[config.mk]
export PLATFORM = sky130hd
export DESIGN_NAME = pool2x2_stage
export DESIGN_NICKNAME = d
export VERILOG_FILES = /design/src/rtl/cnn_pkg.sv /design/src/rtl/lane_max8.sv /design/src/rtl/pool2x2_stage.sv
export SDC_FILE = /design/constraint.sdc
export NUM_CORES = 1
export LEC_CHECK = 0
export CELL_PAD_IN_SITES_DETAIL_PLACEMENT = 2
export CELL_PAD_IN_SITES_GLOBAL_PLACEMENT = 2
export CORE_UTILIZATION = 30
export DETAILED_ROUTE_END_ITERATION = 16
export MAX_ROUTING_LAYER = met4
export PLACE_DENSITY_LB_ADDON = 0.08
export SLEW_MARGIN = 10
export SYNTH_ARGS = -nofsm -noshare
export SYNTH_HDL_FRONTEND = slang
export SYNTH_SLANG_ARGS = --single-unit
[constraint.sdc]
create_clock -name clk -period 4.07 [get_ports clk]
set_clock_uncertainty 0.05 [all_clocks]
set_input_delay 0.6105 -clock clk [delete_from_list [all_inputs] [get_ports clk]]
set_output_delay 0.6105 -clock clk [all_outputs]
set_load 0.05 [all_outputs]
[src/rtl/cnn_pkg.sv]
// rtl/cnn_pkg.sv - shared lane/word widths, FSM encoding and int8 lane helpers
package cnn_pkg;

  localparam int LANE_W = 8;
  localparam int WORD_W = 64;

  typedef enum logic [1:0] {
    ST_IDLE  = 2'd0,
    ST_READ  = 2'd1,
    ST_DRAIN = 2'd2,
    ST_FIN   = 2'd3
  } state_e;

  function automatic logic [LANE_W-1:0] lane_slice(input logic [WORD_W-1:0] w, input int idx);
    return w[idx*LANE_W +: LANE_W];
  endfunction

  function automatic logic [LANE_W-1:0] smax8(input logic [LANE_W-1:0] a, input logic [LANE_W-1:0] b);
    return ($signed(a) > $signed(b)) ? a : b;
  endfunction

  function automatic logic [LANE_W-1:0] relu8(input logic [LANE_W-1:0] x);
    return x[LANE_W-1] ? '0 : x;
  endfunction

endpackage

[src/rtl/lane_max8.sv]
// rtl/lane_max8.sv - combinational per-lane signed int8 max of two packed words
module lane_max8
  import cnn_pkg::*;
#(
  parameter int LANES = 8
) (
  input  logic [WORD_W-1:0] a_i,
  input  logic [WORD_W-1:0] b_i,
  output logic [WORD_W-1:0] y_o
);

  always_comb begin
    y_o = '0;
    for (int i = 0; i < LANES; i++) begin
      y_o[i*LANE_W +: LANE_W] = smax8(lane_slice(a_i, i), lane_slice(b_i, i));
    end
  end

endmodule

[src/rtl/pool2x2_stage.sv]
// rtl/pool2x2_stage.sv - 2x2/stride-2 int8 max pooling with optional ReLU over one feature bank
module pool2x2_stage
  import cnn_pkg::*;
#(
  parameter int IN_W   = 24,
  parameter int IN_H   = 24,
  parameter int ADDR_W = 12,
  parameter int LANES  = 8,
  parameter int RD_LAT = 2
) (
  input  logic              clk,
  input  logic              rst_n,
  input  logic              start,
  input  logic              relu_en,
  output logic              busy,
  output logic              done,
  output logic [ADDR_W-1:0] rd_addr_a,
  output logic [ADDR_W-1:0] rd_addr_b,
  input  logic [WORD_W-1:0] rd_data_a,
  input  logic [WORD_W-1:0] rd_data_b,
  output logic              wr_en,
  output logic [ADDR_W-1:0] wr_addr,
  output logic [WORD_W-1:0] wr_data
);

  localparam logic [ADDR_W-1:0] ROW_STEP   = ADDR_W'(IN_W);
  localparam logic [ADDR_W-1:0] LAST_COL   = ADDR_W'(IN_W - 2);
  localparam logic [ADDR_W-1:0] LAST_ROW   = ADDR_W'((IN_H - 2) * IN_W);
  localparam logic [1:0]        DRAIN_LAST = 2'(RD_LAT);

  state_e            state_q, state_d;
  logic              relu_q, relu_d;
  logic [ADDR_W-1:0] row_q, row_d;       // row base address, r*IN_W
  logic [ADDR_W-1:0] col_q, col_d;
  logic              phase_q, phase_d;
  logic [ADDR_W-1:0] addr_a_q, addr_a_d;
  logic [ADDR_W-1:0] addr_b_q, addr_b_d;
  logic              iss_v_q, iss_v_d;
  logic              iss_p_q, iss_p_d;
  logic [1:0]        drain_q, drain_d;
  logic [ADDR_W-1:0] nrow, ncol;

  logic [RD_LAT-1:0] tag_v_q, tag_p_q;
  logic              ret_v, ret_p;
  logic [WORD_W-1:0] hold_q, pair_max, quad_max, pooled;
  logic              wr_en_q;
  logic [ADDR_W-1:0] wr_addr_q, out_cnt_q;
  logic [WORD_W-1:0] wr_data_q;

  always_comb begin
    state_d  = state_q;
    relu_d   = relu_q;
    row_d    = row_q;
    col_d    = col_q;
    phase_d  = phase_q;
    addr_a_d = addr_a_q;
    addr_b_d = addr_b_q;
    iss_v_d  = 1'b0;
    iss_p_d  = 1'b0;
    drain_d  = drain_q;
    nrow     = row_q;
    ncol     = col_q + ADDR_W'(2);
    if (col_q == LAST_COL) begin
      ncol = '0;
      nrow = row_q + (ROW_STEP << 1);
    end

    case (state_q)
      ST_IDLE: begin
        if (start) begin
          state_d  = ST_READ;
          relu_d   = relu_en;
          row_d    = '0;
          col_d    = '0;
          phase_d  = 1'b0;
          addr_a_d = '0;
          addr_b_d = ROW_STEP;
          iss_v_d  = 1'b1;
        end
      end
      ST_READ: begin
        if (!phase_q) begin
          phase_d  = 1'b1;
          addr_a_d = row_q + col_q + ADDR_W'(1);
          addr_b_d = row_q + ROW_STEP + col_q + ADDR_W'(1);
          iss_v_d  = 1'b1;
          iss_p_d  = 1'b1;
        end else if (row_q == LAST_ROW && col_q == LAST_COL) begin
          state_d = ST_DRAIN;
          drain_d = '0;
        end else begin
          row_d    = nrow;
          col_d    = ncol;
          phase_d  = 1'b0;
          addr_a_d = nrow + ncol;
          addr_b_d = nrow + ROW_STEP + ncol;
          iss_v_d  = 1'b1;
        end
      end
      // RD_LAT+1 cycles lets the last phase-1 return land in wr_data before FIN
      ST_DRAIN: begin
        if (drain_q == DRAIN_LAST) state_d = ST_FIN;
        else drain_d = drain_q + 2'd1;
      end
      ST_FIN:  state_d = ST_IDLE;
      default: state_d = ST_IDLE;
    endcase
  end

  assign ret_v = tag_v_q[RD_LAT-1];
  assign ret_p = tag_p_q[RD_LAT-1];

  lane_max8 #(.LANES(LANES)) u_pair_max (.a_i(rd_data_a), .b_i(rd_data_b), .y_o(pair_max));
  lane_max8 #(.LANES(LANES)) u_quad_max (.a_i(hold_q),    .b_i(pair_max),  .y_o(quad_max));

  always_comb begin
    pooled = quad_max;
    if (relu_q) begin
      for (int i = 0; i < LANES; i++) begin
        pooled[i*LANE_W +: LANE_W] = relu8(lane_slice(quad_max, i));
      end
    end
  end

  always_ff @(posedge clk or negedge rst_n) begin
    if (!rst_n) begin
      state_q   <= ST_IDLE;
      relu_q    <= 1'b0;
      row_q     <= '0;
      col_q     <= '0;
      phase_q   <= 1'b0;
      addr_a_q  <= '0;
      addr_b_q  <= '0;
      iss_v_q   <= 1'b0;
      iss_p_q   <= 1'b0;
      drain_q   <= '0;
      tag_v_q   <= '0;
      tag_p_q   <= '0;
      hold_q    <= '0;
      wr_en_q   <= 1'b0;
      wr_addr_q <= '0;
      wr_data_q <= '0;
      out_cnt_q <= '0;
    end else begin
      state_q  <= state_d;
      relu_q   <= relu_d;
      row_q    <= row_d;
      col_q    <= col_d;
      phase_q  <= phase_d;
      addr_a_q <= addr_a_d;
      addr_b_q <= addr_b_d;
      iss_v_q  <= iss_v_d;
      iss_p_q  <= iss_p_d;
      drain_q  <= drain_d;
      tag_v_q[0] <= iss_v_q;
      tag_p_q[0] <= iss_p_q;
      for (int i = 1; i < RD_LAT; i++) begin
        tag_v_q[i] <= tag_v_q[i-1];
        tag_p_q[i] <= tag_p_q[i-1];
      end
      if (ret_v && !ret_p) hold_q <= pair_max;
      wr_en_q <= ret_v && ret_p;
      if (ret_v && ret_p) begin
        wr_data_q <= pooled;
        wr_addr_q <= out_cnt_q;
        out_cnt_q <= out_cnt_q + ADDR_W'(1);
      end else if (state_q == ST_IDLE && start) begin
        out_cnt_q <= '0;
      end
    end
  end

  assign busy      = (state_q != ST_IDLE);
  assign done      = (state_q == ST_FIN);
  assign rd_addr_a = addr_a_q;
  assign rd_addr_b = addr_b_q;
  assign wr_en     = wr_en_q;
  assign wr_addr   = wr_addr_q;
  assign wr_data   = wr_data_q;

endmodule
# Word level (Yosys, flattened, before mapping)
# Cells that the tools add are included.
# Widths: inputs -> output; s select.
op_classes:
  addsub: 12
  magnitude_cmp: 16
  eq_ne: 13
  muxes: 62
  reduce_logical: 16
ops:
  columns: ["op", "n"]
  rows:
  - ["$mux 12", 14]
  - ["$gt 8x8->1", 16]
  - ["$mux 8", 16]
  - ["$pmux 12 s2", 4]
  - ["$mux 64", 1]
  - ["$mux 7", 8]
  - ["$add 12x12->12", 4]
  - ["$add 12x1->12 const B", 3]
  - ["$add 12x5->12 const B", 2]
  - ["$mux 2", 7]
  - ["$add 12x2->12 const B", 1]
  - ["$add 12x6->12 const B", 1]
  - ["$eq 12x10->1 const B", 1]
  - ["$eq 12x5->1 const B", 1]
  - ["$ne 2x2->1 const B", 6]
  - ["$reduce_and 4->1", 3]
  - ["$mux 1", 8]
  - ["$pmux 2 s4", 1]
  - ["$reduce_bool 2->1", 4]
  - ["$eq 2x2->1 const B", 3]
  - ["$logic_and 1x1->1", 4]
  - ["$pmux 1 s2", 2]
  - ["$pmux 2 s2", 1]
  - ["$reduce_and 2->1", 2]
  - ["other kinds (6)", 6]
totals:
  register_bits: 213
  input_bits: 132
  out_inout_bits: 103
  elab_cells: 136

# Logic depth before layout (Yosys ltp)
depth:
  word_depth: 7
  depth_mapped: 18

# Hierarchy
# From an unflattened synthesis, not the netlist that was laid out.
hier_totals:
  cells_unflattened: 1511
  hier_area_um2: 15188.3
modules_own_cells:
  columns: ["module", "instances", "cells_each", "area_per_inst_um2", "seq_area_each_um2"]
  rows:
  - ["pool2x2_stage", 1, 911, 10109.7, 5180.0]
  - ["lane_max8 at u_quad_max", 1, 304, 2593.7, 0.0]
  - ["lane_max8 at u_pair_max", 1, 296, 2484.9, 0.0]

# Worst setup path before layout
# OpenSTA, ideal clock, no wires.
synth_timing:
  kind: "input -> register"
  startpoint: "in rd_data_b[1]"
  endpoint: "reg wr_data_q[6], in the netlist wr_data[6]"
  setup_time_ns: 0.122
  arrival_time_ns: 3.888
  t_required_ns: 3.898
  slack_ns: 0.011
  cell_stages: 15
  path_buffers: 0
  path_cell_list: "inv_1 > ha_1 > nor2b_1 > o31ai_1 > a211oi_1 > nor2_1 > mux2i_1 > ha_1 > a21o_1 > a211oi_1 > a21oi_1 > a21oi_1 > nor2_1 > o31a_1 > a32o_1"
synth_via:
  elab_chain_cells: 6
synth_lines:
  columns: ["item", "line", "text"]
  rows:
  - ["from (decl)", "pool2x2_stage.sv:20", "input logic [WORD_W-1:0] rd_data_b,"]
  - ["$gt 8x8->1", "cnn_pkg.sv:19", "return ($signed(a) > $signed(b)) ? a : b;"]
  - ["$mux 8 (*)", "cnn_pkg.sv:19", null]
  - ["$gt 8x8->1", "cnn_pkg.sv:19", null]
  - ["$mux 8 (*)", "cnn_pkg.sv:19", null]
  - ["$mux 7", "cnn_pkg.sv:23", "return x[LANE_W-1] ? '0 : x;"]
  - ["$mux 64 (*)", "pool2x2_stage.sv:118", "if (relu_q) begin"]
  - ["to (signal assigned)", "pool2x2_stage.sv:164", "wr_data_q <= pooled;"]
  - ["to (decl)", "pool2x2_stage.sv:48", "logic [WORD_W-1:0] wr_data_q;"]
# Every way passes the cells marked *; elsewhere a longest branch is shown, timed or not.
# A chain may end at the register's enable or synchronous reset.

# Worst setup path in the final report
layout_timing:
  startpoint: "in rd_data_a[47]"
  endpoint: "reg wr_data_q[41], in the netlist wr_data[41]"
layout_via:
  elab_chain_cells: 6
layout_lines:
  columns: ["item", "line", "text"]
  rows:
  - ["from (decl)", "pool2x2_stage.sv:19", "input logic [WORD_W-1:0] rd_data_a,"]
  - ["$gt 8x8->1", "cnn_pkg.sv:19", null]
  - ["$mux 8 (*)", "cnn_pkg.sv:19", null]
  - ["$gt 8x8->1", "cnn_pkg.sv:19", null]
  - ["$mux 8 (*)", "cnn_pkg.sv:19", null]
  - ["$mux 7", "cnn_pkg.sv:23", null]
  - ["$mux 64 (*)", "pool2x2_stage.sv:118", null]
# Marked as above.

==> flow_metrics.py <==
metrics = {
    "synthesis": {
        "post_synth_num_cell_types": 75,
        "ys_ff_latch": 207,
        "synth_ff_type": "dfrtp_1",
        "syn_area_per_cell_um2": 8.94,
        "synth_edf_count": 0,
        "netlist_instances": 1649,
        "synth_area_um2": 14700,
        "yosys_warnings": 0,
        "ys_seq_area_frac": 0.351,
        "synth_async_sr_flop_share": 1.00,
    },
    "placement": {
        "gp_congestion": 0.809,
        "dpl_cell_area_um2": 19400,
        "dp_cells": 2702,
        "port_buffers": 234,
        "dpl.hpwl_mm": 40.3,
    },
    "floorplan": {
        "die-area_um2": 50000,
        "core-area_um2": 48100,
        "num_rows": 80,
        "die_y_um": 224,
        "io_pins": 235,
        "die_x_um": 224,
        "start_util": 0.306,
    },
    "sta": {
        "fin_crit_sh": 0.977,
        "slew_viol_final": 0,
        "setup_violations": 0,
        "worstMarginPinSlew_ns": 1.11,
        "max_slew_margin": 0.259,
        "fin_hold_ws_ns": 0.0461,
        "max_freq_mhz": 251,
        "final_hold_viol_count": 0,
        "rsz0062_at_grt": "yes",
        "period_minus_slack_ns": 3.98,
    },
    "critical_path": {
        "endpoint_kind": "register",
        "critPathBufInv": 3,
        "path_delay_family": "compound AO/OA/AOI/OAI gates",
        "reg2regPathDepth": 12,
        "startpoint": "rd_data_a[47]",
        "cpPeakStageDelay_ns": 0.47,
        "crit_chain": "clkdlybuf4s50_1 -> ha_1 -> or3_4 -> or3_4 -> o21bai_4 -> o22ai_4 -> buf_6 -> mux2i_1 -> ha_1 -> nand4_1 -> o221ai_1 -> o21ai_0 -> nor2_1 -> o21ai_1 -> buf_4 -> a31oi_4 -> a32o_1",
        "reg2reg_to": "rd_addr_b[11]",
        "arrival_ns": 4.42,
        "crit_slowest_cell": "clkdlybuf4s50_1",
        "startpoint_type": "primary input",
        "worstPathRequired_ns": 4.52,
        "cp_max_fo": 8,
        "critical_path_class": "primary input to register",
        "rrSetupSlack_ns": 0.33,
        "r2r_start": "col_q[2]",
    },
    "power_and_ir_drop": {
        "p_leak_nw": 9.94,
        "power.total_mw": 13.8,
        "cellPowerDensity_nw_per_um2": 668,
        "vdd_ir_drop_max_uv": 456,
    },
    "clocking": {
        "cts_tree": "yes",
        "numClockSinks": 207,
        "clockBufferDepth": 3,
        "clk_pin_slew_ns": 0.06,
        "htree_levels": 1,
        "cts-root-buf": "clkbuf_16",
        "cts-hold-fix-buffers": 0,
        "clk_latency_ns": 0.56,
        "cts_made_buffers": 28,
    },
    "route": {
        "routedWlPerCell_um": 19.1,
        "vias_per_cell": 5.07,
        "vias": 14100,
        "routed_wl_mm": 53.1,
        "drt-initial-drc-count": 472,
        "ant_nets": 0,
        "dr.pass1.iters": 4,
        "drt_drc_violations_left": 0,
    },
    "grt": {
        "grt_overflow": 0,
        "grt_max_degree": 106,
        "grt_pass1_vias": 15800,
        "grt_pass1_wl_mm": 84.7,
        "grt_usage": 0.217,
        "antenna_found_initial": 5,
    },
    "final_layout": {
        "finish.utilization": 0.428,
        "fin_nets": 2411,
        "layout-drive-gt1-share": 0.171,
        "area_growth_pct": 39.8,
        "postLayoutCellArea_um2": 20600,
        "fin_cells": 2772,
    },
    "run": {
        "maxCapViolations": 0,
    },
    "worst_hold_path": {
        "hold_class": "primary input to asynchronous set/reset pin",
    },
    "outcome": {
        "status": "completed",
    },
}
[through the flow]
step	setup slack, ns	TNS (ns)
2_1_floorplan	0.0107	0
3_3_place_gp	-0.557	-23.97
3_5_place_dp	-0.674	-33.42
4_1_cts	0.0170	0
5_1_grt	-0.0643	-0.723
6_report	0.0928	0
[state kept, by name, indices dropped and copies added (netlist names)]
name / flops
tag_p_q: 2
out_cnt_q: 12
drain_q: 2
iss_v_q: 1
row_q: 8
wr_addr: 12
phase_q: 1
wr_data: 64
iss_p_q: 1
hold_q: 64
rd_addr_a: 12
relu_q: 1
col_q: 12
rd_addr_b: 10
tag_v_q: 2
state_q: 2
wr_en: 1
[how the worst max path moves through the flow]
stage,endpoint,slack [ns],cells after the start
2_1_floorplan,wr_data[6],0.01,15
3_3_place_gp,wr_data[11],-0.56,17
3_5_place_dp,wr_data[11],-0.67,17
4_1_cts,wr_data[6],0.02,17
5_1_grt,wr_data[44],-0.06,16
6_report,wr_data[41],0.09,17
[final cells by class]
class | instances | area (um2)
diodes | 6 | 15.0
clock buffers | 36 | 781
clock inverters | 16 | 175
fillers | 5267 | 27500
inverters | 113 | 424
multi-input cells | 1276 | 9120
flip-flops and latches | 207 | 5180
well taps | 656 | 821
repair buffers | 462 | 4110
[routing by layer]
layer / part of all wire / vias up / global-route usage
li1: - / 6744 / -
met1: 0.44 / 7065 / 0.257
met2: 0.51 / 183 / 0.388
met3: 0.026 / 58 / 0.0222
met4: 0.022 / 0 / 0.0590
met5: 0 / - / -
[synthesized netlist by cell type, drive strengths merged, types with 5 or more instances]
library cell / instances / area [um2]
a211oi: 16 / 120
a21o: 20 / 150
a21oi: 94 / 474
a22o: 27 / 236
a22oi: 9 / 67.6
a31oi: 18 / 161
a32o: 12 / 120
and2: 10 / 62.6
and3: 16 / 100
and4: 7 / 61.3
buf: 13 / 66.3
clkbuf: 45 / 169
dfrtp: 207 / 5180
fa: 11 / 220
ha: 180 / 2250
inv: 113 / 424
mux2: 9 / 109
mux2i: 60 / 601
nand2: 223 / 837
nand2b: 12 / 75.1
nand3: 41 / 205
nand4: 23 / 144
nor2: 100 / 375
nor2b: 14 / 87.6
nor3: 10 / 50.1
o211ai: 12 / 90.1
o21a: 13 / 97.6
o21ai: 181 / 906
o21bai: 8 / 75.1
o221ai: 5 / 43.8
o31ai: 14 / 105
or2: 19 / 119
or3: 10 / 67.6
xnor2: 26 / 228
xor2: 29 / 254
[placed cells by master, fill, tap and decap left out, types with 41 or more instances in the layout]
master,instances
a21oi_1,88
buf_4,222
clkdlybuf4s50_1,229
dfrtp_1,207
ha_1,178
inv_1,111
mux2i_1,49
nand2_1,222
nand3_1,41
nor2_1,100
o21ai_0,148
[report_power, final]
group          switching [mW]  internal [mW]  total, mW  leakage, nW
sequential              0.631           2.83       3.46         2.66
combinational            4.79           2.95       7.74         6.81
clock                    1.02           1.54       2.56        0.473
total                    6.44           7.33       13.8         9.94
[cell families (layout without fill, tap and decap cells)]
group	count (synthesis)	in the layout	share of synthesized area
adder cells (fa/ha/maj)	191	191	0.168
AO/OA/AOI/OAI	453	453	0.198
XOR/XNOR	55	55	0.0327
buffers and inverters	171	627	0.0447
flip-flops	207	207	0.351
other	2	13	0.000509
multiplexers	69	69	0.0481
AND/OR/NAND/NOR	501	501	0.158
[repair_timing]
item	CTS	global route
setup buffers	3	9
cloned	0	0
setup endpoints to repair	27	60
hold endpoints to repair	0	0
pin swaps	2	23
gates resized for setup	3	46
No activity file was read; power rests on OpenSTA's default activity.
